### src/rtl/speech_write_fifo_if.sv
`default_nettype none
// ============================================================================
//  Module      : speech_write_fifo_if
//  Description : CPC write strobes and data, ATmega byte handshake, and
//                status signals for the speech write FIFO.
//  Revision    : 1.0 - initial release
// ============================================================================
interface speech_write_fifo_if;
  logic       iWRITE_SSA;
  logic       iWRITE_DK;
  logic [7:0] iCPC_DATA;
  logic       iACK;
  logic       iCLR_OVF;
  logic [7:0] oBYTE;
  logic       oBYTE_DK;
  logic       oVALID;
  logic       oEMPTY;
  logic       oFULL;
  logic       oOVERFLOW;
  logic [7:0] oSTATUS;

  // FIFO side: takes strobes, data and ack, drives byte and status
  modport slave (
    input  iWRITE_SSA, iWRITE_DK, iCPC_DATA, iACK, iCLR_OVF,
    output oBYTE, oBYTE_DK, oVALID, oEMPTY, oFULL, oOVERFLOW, oSTATUS
  );

  // Environment side: CPC decoder plus ATmega
  modport master (
    output iWRITE_SSA, iWRITE_DK, iCPC_DATA, iACK, iCLR_OVF,
    input  oBYTE, oBYTE_DK, oVALID, oEMPTY, oFULL, oOVERFLOW, oSTATUS
  );
endinterface
`default_nettype wire

### src/rtl/speech_write_fifo.sv
`default_nettype none
// ============================================================================
//  Module      : speech_write_fifo
//  Description : Synchronises the asynchronous CPC speech write strobes,
//                queues {port tag, byte} in a small FIFO and hands each
//                entry to the ATmega over a four-phase valid/ack handshake.
//  Revision    : 1.0 - initial release
// ============================================================================
module speech_write_fifo #(
  parameter int DEPTH       = 8,
  parameter int SYNC_STAGES = 2
) (
  input  logic                iCLK,
  input  logic                iRESET,
  speech_write_fifo_if.slave  bus
);
  localparam int         PTR_W   = $clog2(DEPTH);
  localparam logic [3:0] C_DEPTH = 4'(DEPTH);

  typedef enum logic [1:0] {
    IDLE     = 2'd0,
    PRESENT  = 2'd1,
    WAIT_LOW = 2'd2
  } state_t;

  logic [SYNC_STAGES-1:0] r_wr_sync;
  logic [SYNC_STAGES-1:0] r_dk_sync;
  logic [SYNC_STAGES-1:0] r_ack_sync;
  logic                   r_wr_hist;
  logic                   r_ack_hist;

  logic [8:0]             r_mem [DEPTH];
  logic [PTR_W-1:0]       r_wr_ptr;
  logic [PTR_W-1:0]       r_rd_ptr;
  logic [3:0]             r_level;
  logic                   r_empty;
  logic                   r_full;
  logic                   r_ovf;

  state_t                 r_state;
  logic [7:0]             r_byte;
  logic                   r_byte_dk;
  logic                   r_valid;

  logic                   w_strobe;
  logic                   w_push;
  logic                   w_tag;
  logic                   w_ack_s;
  logic                   w_ack_rise;
  logic                   w_pop;
  logic                   w_accept;
  logic                   w_drop;
  logic [3:0]             w_level_nxt;

  assign w_strobe   = bus.iWRITE_SSA | bus.iWRITE_DK;
  assign w_push     = r_wr_sync[SYNC_STAGES-1] & ~r_wr_hist;
  // DK strobe travels alongside the combined strobe, so a simultaneous
  // SSA+DK write is tagged as DK.
  assign w_tag      = r_dk_sync[SYNC_STAGES-1];
  assign w_ack_s    = r_ack_sync[SYNC_STAGES-1];
  assign w_ack_rise = w_ack_s & ~r_ack_hist;
  // A head entry is always present in PRESENT, so a pop never underflows.
  assign w_pop      = (r_state == PRESENT) & w_ack_rise;

  // Push/pop arbitration: a pop frees the slot a same-cycle push needs
  always_comb begin
    w_accept    = w_push & (~r_full | w_pop);
    w_drop      = w_push & r_full & ~w_pop;
    w_level_nxt = r_level;
    if (w_accept && !w_pop) begin
      w_level_nxt = r_level + 4'd1;
    end else if (w_pop && !w_accept) begin
      w_level_nxt = r_level - 4'd1;
    end
  end

  // Input synchronisers with one history flop for edge detection
  always_ff @(posedge iCLK or posedge iRESET) begin
    if (iRESET) begin
      r_wr_sync  <= '0;
      r_dk_sync  <= '0;
      r_ack_sync <= '0;
      r_wr_hist  <= 1'b0;
      r_ack_hist <= 1'b0;
    end else begin
      r_wr_sync  <= {r_wr_sync[SYNC_STAGES-2:0], w_strobe};
      r_dk_sync  <= {r_dk_sync[SYNC_STAGES-2:0], bus.iWRITE_DK};
      r_ack_sync <= {r_ack_sync[SYNC_STAGES-2:0], bus.iACK};
      r_wr_hist  <= r_wr_sync[SYNC_STAGES-1];
      r_ack_hist <= w_ack_s;
    end
  end

  // Storage array; contents are don't-care until written
  always_ff @(posedge iCLK) begin
    if (w_accept) begin
      r_mem[r_wr_ptr] <= {w_tag, bus.iCPC_DATA};
    end
  end

  // Pointers, level, flags and sticky overflow
  always_ff @(posedge iCLK or posedge iRESET) begin
    if (iRESET) begin
      r_wr_ptr <= '0;
      r_rd_ptr <= '0;
      r_level  <= 4'd0;
      r_empty  <= 1'b1;
      r_full   <= 1'b0;
      r_ovf    <= 1'b0;
    end else begin
      if (w_accept) begin
        r_wr_ptr <= r_wr_ptr + 1'b1;
      end
      if (w_pop) begin
        r_rd_ptr <= r_rd_ptr + 1'b1;
      end
      r_level <= w_level_nxt;
      r_empty <= (w_level_nxt == 4'd0);
      r_full  <= (w_level_nxt == C_DEPTH);
      // Set has priority over a same-cycle clear
      if (w_drop) begin
        r_ovf <= 1'b1;
      end else if (bus.iCLR_OVF) begin
        r_ovf <= 1'b0;
      end
    end
  end

  // Four-phase handshake FSM with registered byte, tag and valid
  always_ff @(posedge iCLK or posedge iRESET) begin
    if (iRESET) begin
      r_state   <= IDLE;
      r_valid   <= 1'b0;
      r_byte    <= 8'h00;
      r_byte_dk <= 1'b0;
    end else begin
      case (r_state)
        IDLE: begin
          // Waiting for ack low keeps a stale high ack from popping
          if (!r_empty && !w_ack_s) begin
            {r_byte_dk, r_byte} <= r_mem[r_rd_ptr];
            r_valid             <= 1'b1;
            r_state             <= PRESENT;
          end
        end
        PRESENT: begin
          if (w_ack_rise) begin
            r_valid <= 1'b0;
            r_state <= WAIT_LOW;
          end
        end
        WAIT_LOW: begin
          if (!w_ack_s) begin
            r_state <= IDLE;
          end
        end
        default: begin
          r_state <= IDLE;
        end
      endcase
    end
  end

  assign bus.oBYTE     = r_byte;
  assign bus.oBYTE_DK  = r_byte_dk;
  assign bus.oVALID    = r_valid;
  assign bus.oEMPTY    = r_empty;
  assign bus.oFULL     = r_full;
  assign bus.oOVERFLOW = r_ovf;
  assign bus.oSTATUS   = {r_ovf, r_full, r_empty, 1'b0, r_level};
endmodule
`default_nettype wire

### src/flat_wrapper.sv
// flat-port wrapper written by rule: the top's interface ports become plain ports
module speech_write_fifo_flat 
#(
  parameter int DEPTH       = 8,
  parameter int SYNC_STAGES = 2
)
  (iCLK, iRESET, bus_iWRITE_SSA, bus_iWRITE_DK, bus_iCPC_DATA, bus_iACK, bus_iCLR_OVF, bus_oBYTE, bus_oBYTE_DK, bus_oVALID, bus_oEMPTY, bus_oFULL, bus_oOVERFLOW, bus_oSTATUS);
  speech_write_fifo_if bus_i ();
  input  logic iCLK;
  input  logic iRESET;
  input wire logic [$bits(bus_i.iWRITE_SSA)-1:0] bus_iWRITE_SSA;
  input wire logic [$bits(bus_i.iWRITE_DK)-1:0] bus_iWRITE_DK;
  input wire logic [$bits(bus_i.iCPC_DATA)-1:0] bus_iCPC_DATA;
  input wire logic [$bits(bus_i.iACK)-1:0] bus_iACK;
  input wire logic [$bits(bus_i.iCLR_OVF)-1:0] bus_iCLR_OVF;
  output wire logic [$bits(bus_i.oBYTE)-1:0] bus_oBYTE;
  output wire logic [$bits(bus_i.oBYTE_DK)-1:0] bus_oBYTE_DK;
  output wire logic [$bits(bus_i.oVALID)-1:0] bus_oVALID;
  output wire logic [$bits(bus_i.oEMPTY)-1:0] bus_oEMPTY;
  output wire logic [$bits(bus_i.oFULL)-1:0] bus_oFULL;
  output wire logic [$bits(bus_i.oOVERFLOW)-1:0] bus_oOVERFLOW;
  output wire logic [$bits(bus_i.oSTATUS)-1:0] bus_oSTATUS;
  assign bus_i.iWRITE_SSA = bus_iWRITE_SSA;
  assign bus_i.iWRITE_DK = bus_iWRITE_DK;
  assign bus_i.iCPC_DATA = bus_iCPC_DATA;
  assign bus_i.iACK = bus_iACK;
  assign bus_i.iCLR_OVF = bus_iCLR_OVF;
  assign bus_oBYTE = bus_i.oBYTE;
  assign bus_oBYTE_DK = bus_i.oBYTE_DK;
  assign bus_oVALID = bus_i.oVALID;
  assign bus_oEMPTY = bus_i.oEMPTY;
  assign bus_oFULL = bus_i.oFULL;
  assign bus_oOVERFLOW = bus_i.oOVERFLOW;
  assign bus_oSTATUS = bus_i.oSTATUS;
  speech_write_fifo #(.DEPTH(DEPTH), .SYNC_STAGES(SYNC_STAGES)) u_core (.iCLK(iCLK), .iRESET(iRESET), .bus(bus_i));
endmodule
### config.mk
export PLATFORM = sky130hd
export DESIGN_NAME = speech_write_fifo_flat
export DESIGN_NICKNAME = d
export VERILOG_FILES = /design/src/rtl/speech_write_fifo_if.sv /design/src/rtl/speech_write_fifo.sv /design/src/flat_wrapper.sv
export SDC_FILE = /design/constraint.sdc
export NUM_CORES = 1
export LEC_CHECK = 0
export CAP_MARGIN = 40
export CORE_MARGIN = 1.5
export CORE_UTILIZATION = 35
export DETAILED_ROUTE_END_ITERATION = 8
export GPL_TIMING_DRIVEN = 1
export REMOVE_ABC_BUFFERS = 1
export SLEW_MARGIN = 20
export SYNTH_ARGS = -nofsm -noshare
export SYNTH_HDL_FRONTEND = slang
export SYNTH_SLANG_ARGS = --single-unit
### constraint.sdc
create_clock -name iCLK -period 2.5 [get_ports iCLK]
set_clock_uncertainty 0.05 [all_clocks]
set_input_delay 0.375 -clock iCLK [delete_from_list [all_inputs] [get_ports iCLK]]
set_output_delay 0.375 -clock iCLK [all_outputs]
set_load 0.1 [all_outputs]
* After elaboration in Yosys (flattened, before gate mapping) *
Memories as Yosys holds them, arrays and structs flattened. A register that Yosys moved wholly into a read port is not among the register bits.
Index checks and enable logic that the tools add are counted.

cells by class
  add/sub/neg operators = 4
  equality and inequality tests = 6
  muxes and demuxes = 13
  bitwise logic cells = 12
  reduce and logical (&&, ||, !) cells = 14

operators with widths
  kind                                                                     number
  4-bit 2-to-1 mux                                                         2
  3-bit by 1-bit adder with 3-bit output, second input constant            2
  1-bit bitwise AND                                                        6
  1-bit 2-to-1 mux                                                         6
  2-bit 2-to-1 mux                                                         3
  2-bit case mux with 3 select lines                                       1
  3-bit AND reduction                                                      2
  4-bit by 1-bit adder with 4-bit output, second input constant            1
  4-bit equality test, second input constant                               1
  1-bit zero test                                                          4
  4-bit zero test                                                          1
  2-bit by 1-bit inequality test with 1-bit output, second input constant  2
  1-bit inverter                                                           4
  2-bit nonzero test                                                       2
  4-bit by 1-bit subtractor with 4-bit output, second input constant       1
  1-bit logical AND                                                        3
  2-bit by 1-bit equality test with 1-bit output, second input constant    1
  2-bit equality test, second input constant                               1
  2-bit zero test                                                          1
  2-bit inequality test, second input constant                             1
  1-bit OR                                                                 2
  1-bit case mux with 2 select lines                                       1
  2-bit AND reduction                                                      1

word-level totals
  flip-flop bits (word level) = 24
  RAM bits = 72
  input port bits = 14
  output and inout port bits = 21
  logic and storage cells = 63
  memories = 1

memories
  name          depth  bits a word  read ports  clocked after Yosys merged registers in  wr ports  line                     text
  u_core.r_mem  8      9            1           1                                        1         speech_write_fifo.sv:32  logic [8:0] r_mem [DEPTH];

* Longest topological paths before layout *
  depth after elaboration = 10
  mapped depth = 5
  gate-level depth less buffers = 5

* Worst setup path before layout *
OpenSTA, ideal clock, no wires.

  kind = reg2reg
  start = reg u_core.r_full, in the netlist u_core.bus.oFULL
  end = mem u_core.r_mem[0][0] (enable)
  setup time = 0.387 ns
  data arrival time = 2.085 ns
  slack = -0.022 ns
  stages on the path, launching flop included = 4
  path buffers = 0
  period minus slack after synthesis = 2.522 ns
  path through = dfrtp_1 > a21oi_1 > nand2b_1 > nor3_1

on the way
  cells in the longest elaborated chain, start to end = 5

RTL lines
  element                                 line                      text
  start, declared                         speech_write_fifo.sv:37   logic r_full;
  start signal, assigned                  speech_write_fifo.sv:119  r_full <= (w_level_nxt == C_DEPTH);
  1-bit inverter                          speech_write_fifo.sv:67   w_accept = w_push & (~r_full | w_pop);
  1-bit OR                                speech_write_fifo.sv:67
  1-bit bitwise AND                       speech_write_fifo.sv:67
  1-bit 2-to-1 mux                        speech_write_fifo.sv:96   if (w_accept) begin
  1-bit 2-to-1 mux (not written as such)  speech_write_fifo.sv:97   r_mem[r_wr_ptr] <= {w_tag, bus.iCPC_DATA};
  end, declared                           speech_write_fifo.sv:32

Every way passes these cells.

* Worst setup path in the final report *
  start = reg u_core.r_state[1]
  end = mem u_core.r_mem[4][2] (enable)

on the way
  cells in the longest elaborated chain, start to end = 6

RTL lines
  element                                         line                      text
  start, declared                                 speech_write_fifo.sv:40   state_t r_state;
  start signal, assigned                          speech_write_fifo.sv:132  r_state <= IDLE;
  start signal, assigned                          speech_write_fifo.sv:143  r_state <= PRESENT;
  start signal, assigned                          speech_write_fifo.sv:149  r_state <= WAIT_LOW;
  2-bit by 1-bit equality test with 1-bit output  speech_write_fifo.sv:63   assign w_pop = (r_state == PRESENT) & w_ack_rise;
  1-bit bitwise AND                               speech_write_fifo.sv:63
  1-bit OR                                        speech_write_fifo.sv:67
  1-bit bitwise AND                               speech_write_fifo.sv:67
  1-bit 2-to-1 mux                                speech_write_fifo.sv:96
  1-bit 2-to-1 mux (not written as such)          speech_write_fifo.sv:97

Every way passes these cells.

==> results by group <==
STA
  – Clock period minus final worst setup slack: 2.03 ns
  – Final setup fails: 0
  – Fmax achieved: 492 MHz
  – Unrepaired setup endpoints after global routing: no
  – Final worst setup slack: 0.467 ns
  – Max-slew violations: 0
  – Relative slew slack: 0.503
  – Final Hold Viols: 0
  – Final period util: 0.813
  – Worst Tran Pin Value: 0.745 ns

Setup path
  – Critical path class: reg -> reg
  – Setup crit start kind: flop
  – CP endpoint kind: flop
  – CP arrival: 2.04 ns
  – Worst Path Required: 2.51 ns
  – CP Max Fanout: 6

Clocking
  – Post-CTS sizing: 0
  – TritonCTS clock tree: built
  – Clock tree sinks: 105
  – Skew-Pair Late Insertion Delay: 0.35 ns
  – CTS max path bufs: 2
  – Root Buffer: clkbuf_16
  – H-tree levels: 3
  – CTS Buf Count: 9
  – Number of setup buffers added after CTS: 0
  – Clock Pin Slew Worst Setup and Hold Paths: 0.07 ns
  – Hold bufs inserted after CTS: 0

GRT
  – Largest net degree at the start of global routing: 34
  – Total track usage: 0.130
  – Number of global-route vias before repair: 2179
  – Initial antenna violation count: 0
  – Wire length of the first global-routing pass: 12000 um
  – Grt total ovfl: 0

Detailed routing
  – DR vias/cell: 4.94
  – Avg WL per Cell: 17.2 um
  – Initial drt markers: 135
  – DRC Markers: 6
  – Final ANT Viol Nets: 0
  – Routed via count: 2158
  – DR pass1 iterations: 6
  – Post-Route WL: 7530 um

Finish
  – Fraction of layout cells with a size suffix above 1: 0.282
  – Finished Layout Cells: 437
  – FILL cells: 1035
  – Fin nets: 307
  – Design area: 5000 um2
  – Sequential Area: 2990 um2
  – N_diodes: 0
  – P&R area growth vs syn: 20.3%
  – Area occupied by multi-input gates: 1080 um2

Power
  – Leak Pwr: 1.81 nW
  – Power Dens Cells: 1240 nW/um2
  – Pwr Total: 6.20 mW
  – Worst vdd ir: 0.621 mV

Yosys
  – Seq/Total Area, Yosys: 0.719
  – Adder-cell share of the synthesized area: 0.0120
  – Count of different cell masters after synthesis: 44
  – Mapped Area: 4160 um2
  – Post-synthesis xor/xnor area fraction: 0.0105
  – Commonest cells post-synth: 72 x edfxtp_1, 32 x dfrtp_1, 20 x nor2_1
  – Most used flip-flop cell after synthesis: edfxtp_1
  – Post-synthesis mux area share: 0.127
  – Simple-gate portion of the synthesized area: 0.0711
  – Most frequent cell after synthesis: edfxtp_1
  – Yosys warns: 0
  – EDFF count, synth: 72
  – Dominant cell type by area after synthesis: edfxtp_1
  – Synth area leaders: edfxtp_1 52%, dfrtp_1 19%, mux4_2 9.8%, mux2i_1 2.6%, nor2_1 1.8%
  – Async S/R FF share, synth: 0.314
  – Flops & latches, synth: 105
  – Top-area cell type share of the netlist area: 0.520
  – Largest family of logic cells by synthesized area: multiplexers
  – Synthesized area per cell: 17.4 um2
  – Syn Inst Count: 239
  – Post-synthesis compound-gate area fraction: 0.0364

Die
  – Row cnt: 39
  – IO Pins: 35
  – Initial cell density of the core: 0.361
  – Die Height: 112 um
  – Area of the die: 12500 um2
  – Core Box Area: 11500 um2
  – Die W: 112 um

Place
  – Cell count after placement: 421
  – Port Buffers: 33
  – Post-Place Worst Slack: 0.459 ns
  – Placement Cell Area: 4690 um2
  – DP HPWL: 4820 um
  – Placer Congestion: 0.729

Run
  – Max-Cap Viols: 0

Run status
  – Status: finished with violations
  – Failing checks: DRC

Min path
  – Hold/Removal Path Class: reg -> reg
-- cell type report --
type / count / share of cell area
flip-flops and latches: 105 / 0.598
multi-input cells: 117 / 0.216
repair buffers: 52 / 0.0846
clock buffers: 10 / 0.0478
well taps: 143 / 0.0358
clock inverters: 6 / 0.0150
inverters: 4 / 0.00300
-- flip-flops by register name, indices dropped and copies added (netlist names), 2 cells and up --
name               flops
u_core.bus.oBYTE       8
u_core.r_level         4
u_core.r_wr_sync       2
u_core.r_rd_ptr        3
u_core.r_mem          72
u_core.r_state         2
u_core.r_ack_sync      2
u_core.r_dk_sync       2
u_core.r_wr_ptr        3
-- routing by layer --
metal / vias to the layer above / share of wire / GRT usage
met5: - / 0 / 0
met4: 0 / 0.0097 / 0.0329
met3: 6 / 0.049 / 0.0446
met2: 42 / 0.46 / 0.200
met1: 1102 / 0.48 / 0.180
li1: 1008 / - / -
-- through the flow --
step / util / TNS, ns / hold WS, ns
2_1_floorplan: - / -23.58 / 0.281
3_3_place_gp: 0.407 / 0 / 0.288
3_5_place_dp: 0.407 / 0 / 0.285
4_1_cts: 0.434 / 0 / 0.309
5_1_grt: 0.434 / 0 / 0.317
6_report: 0.434 / 0 / 0.308
-- where the power goes --
part           internal, mW  switching [mW]
clock                 0.820           0.642
sequential             2.12           0.244
combinational         0.766            1.61
total                  3.71            2.49
-- kinds of logic (layout without fill, tap and decap cells) --
kind of cell | after synthesis | in the layout
flip-flops | 105 | 105
AND/OR/NAND/NOR | 54 | 54
multiplexers | 30 | 30
AO/OA/AOI/OAI | 23 | 23
buffers and inverters | 17 | 72
XOR/XNOR | 5 | 5
adder cells (fa/ha/maj) | 4 | 4
other | 1 | 1
-- cells in the final DEF (no fill, tap or decap), types with 2 or more instances in the layout --
master	instances
edfxtp_1	72
buf_4	39
dfrtp_1	32
nor2_1	20
mux4_2	18
clkdlybuf4s50_1	13
a21oi_1	12
mux2i_1	11
clkbuf_16	9
nand2_1	8
nand2b_1	5
xnor2_1	4
inv_1	4
nand3_1	4
nor3_1	4
ha_1	4
o21ai_0	3
clkinv_4	2
inv_8	2
-- worst paths after layout --
path                       slack, ns  cells past startpoint                   to           startpoint
setup / recovery                0.47                      5   u_core.r_mem[4][2]    u_core.r_state[1]
hold / removal                  0.31                      0  u_core.r_wr_sync[1]  u_core.r_wr_sync[0]
setup reg to reg                0.47                      5   u_core.r_mem[4][2]    u_core.r_state[1]
hold reg to reg                 0.31                      0  u_core.r_wr_sync[1]  u_core.r_wr_sync[0]
max in group asynchronous       1.68                      3    u_core.bus.oEMPTY               iRESET
min in group asynchronous       0.37                      3  u_core.bus.oBYTE[0]               iRESET
-- critical path: stages, from the launching register on --
cell       delay, ns
dfrtp_1         0.45
nand4bb_1       0.24
a21oi_1         0.41
nand2b_1        0.18
nor2_1          0.22
buf_4           0.19
Note: power is estimated with default switching activity, not from simulation.
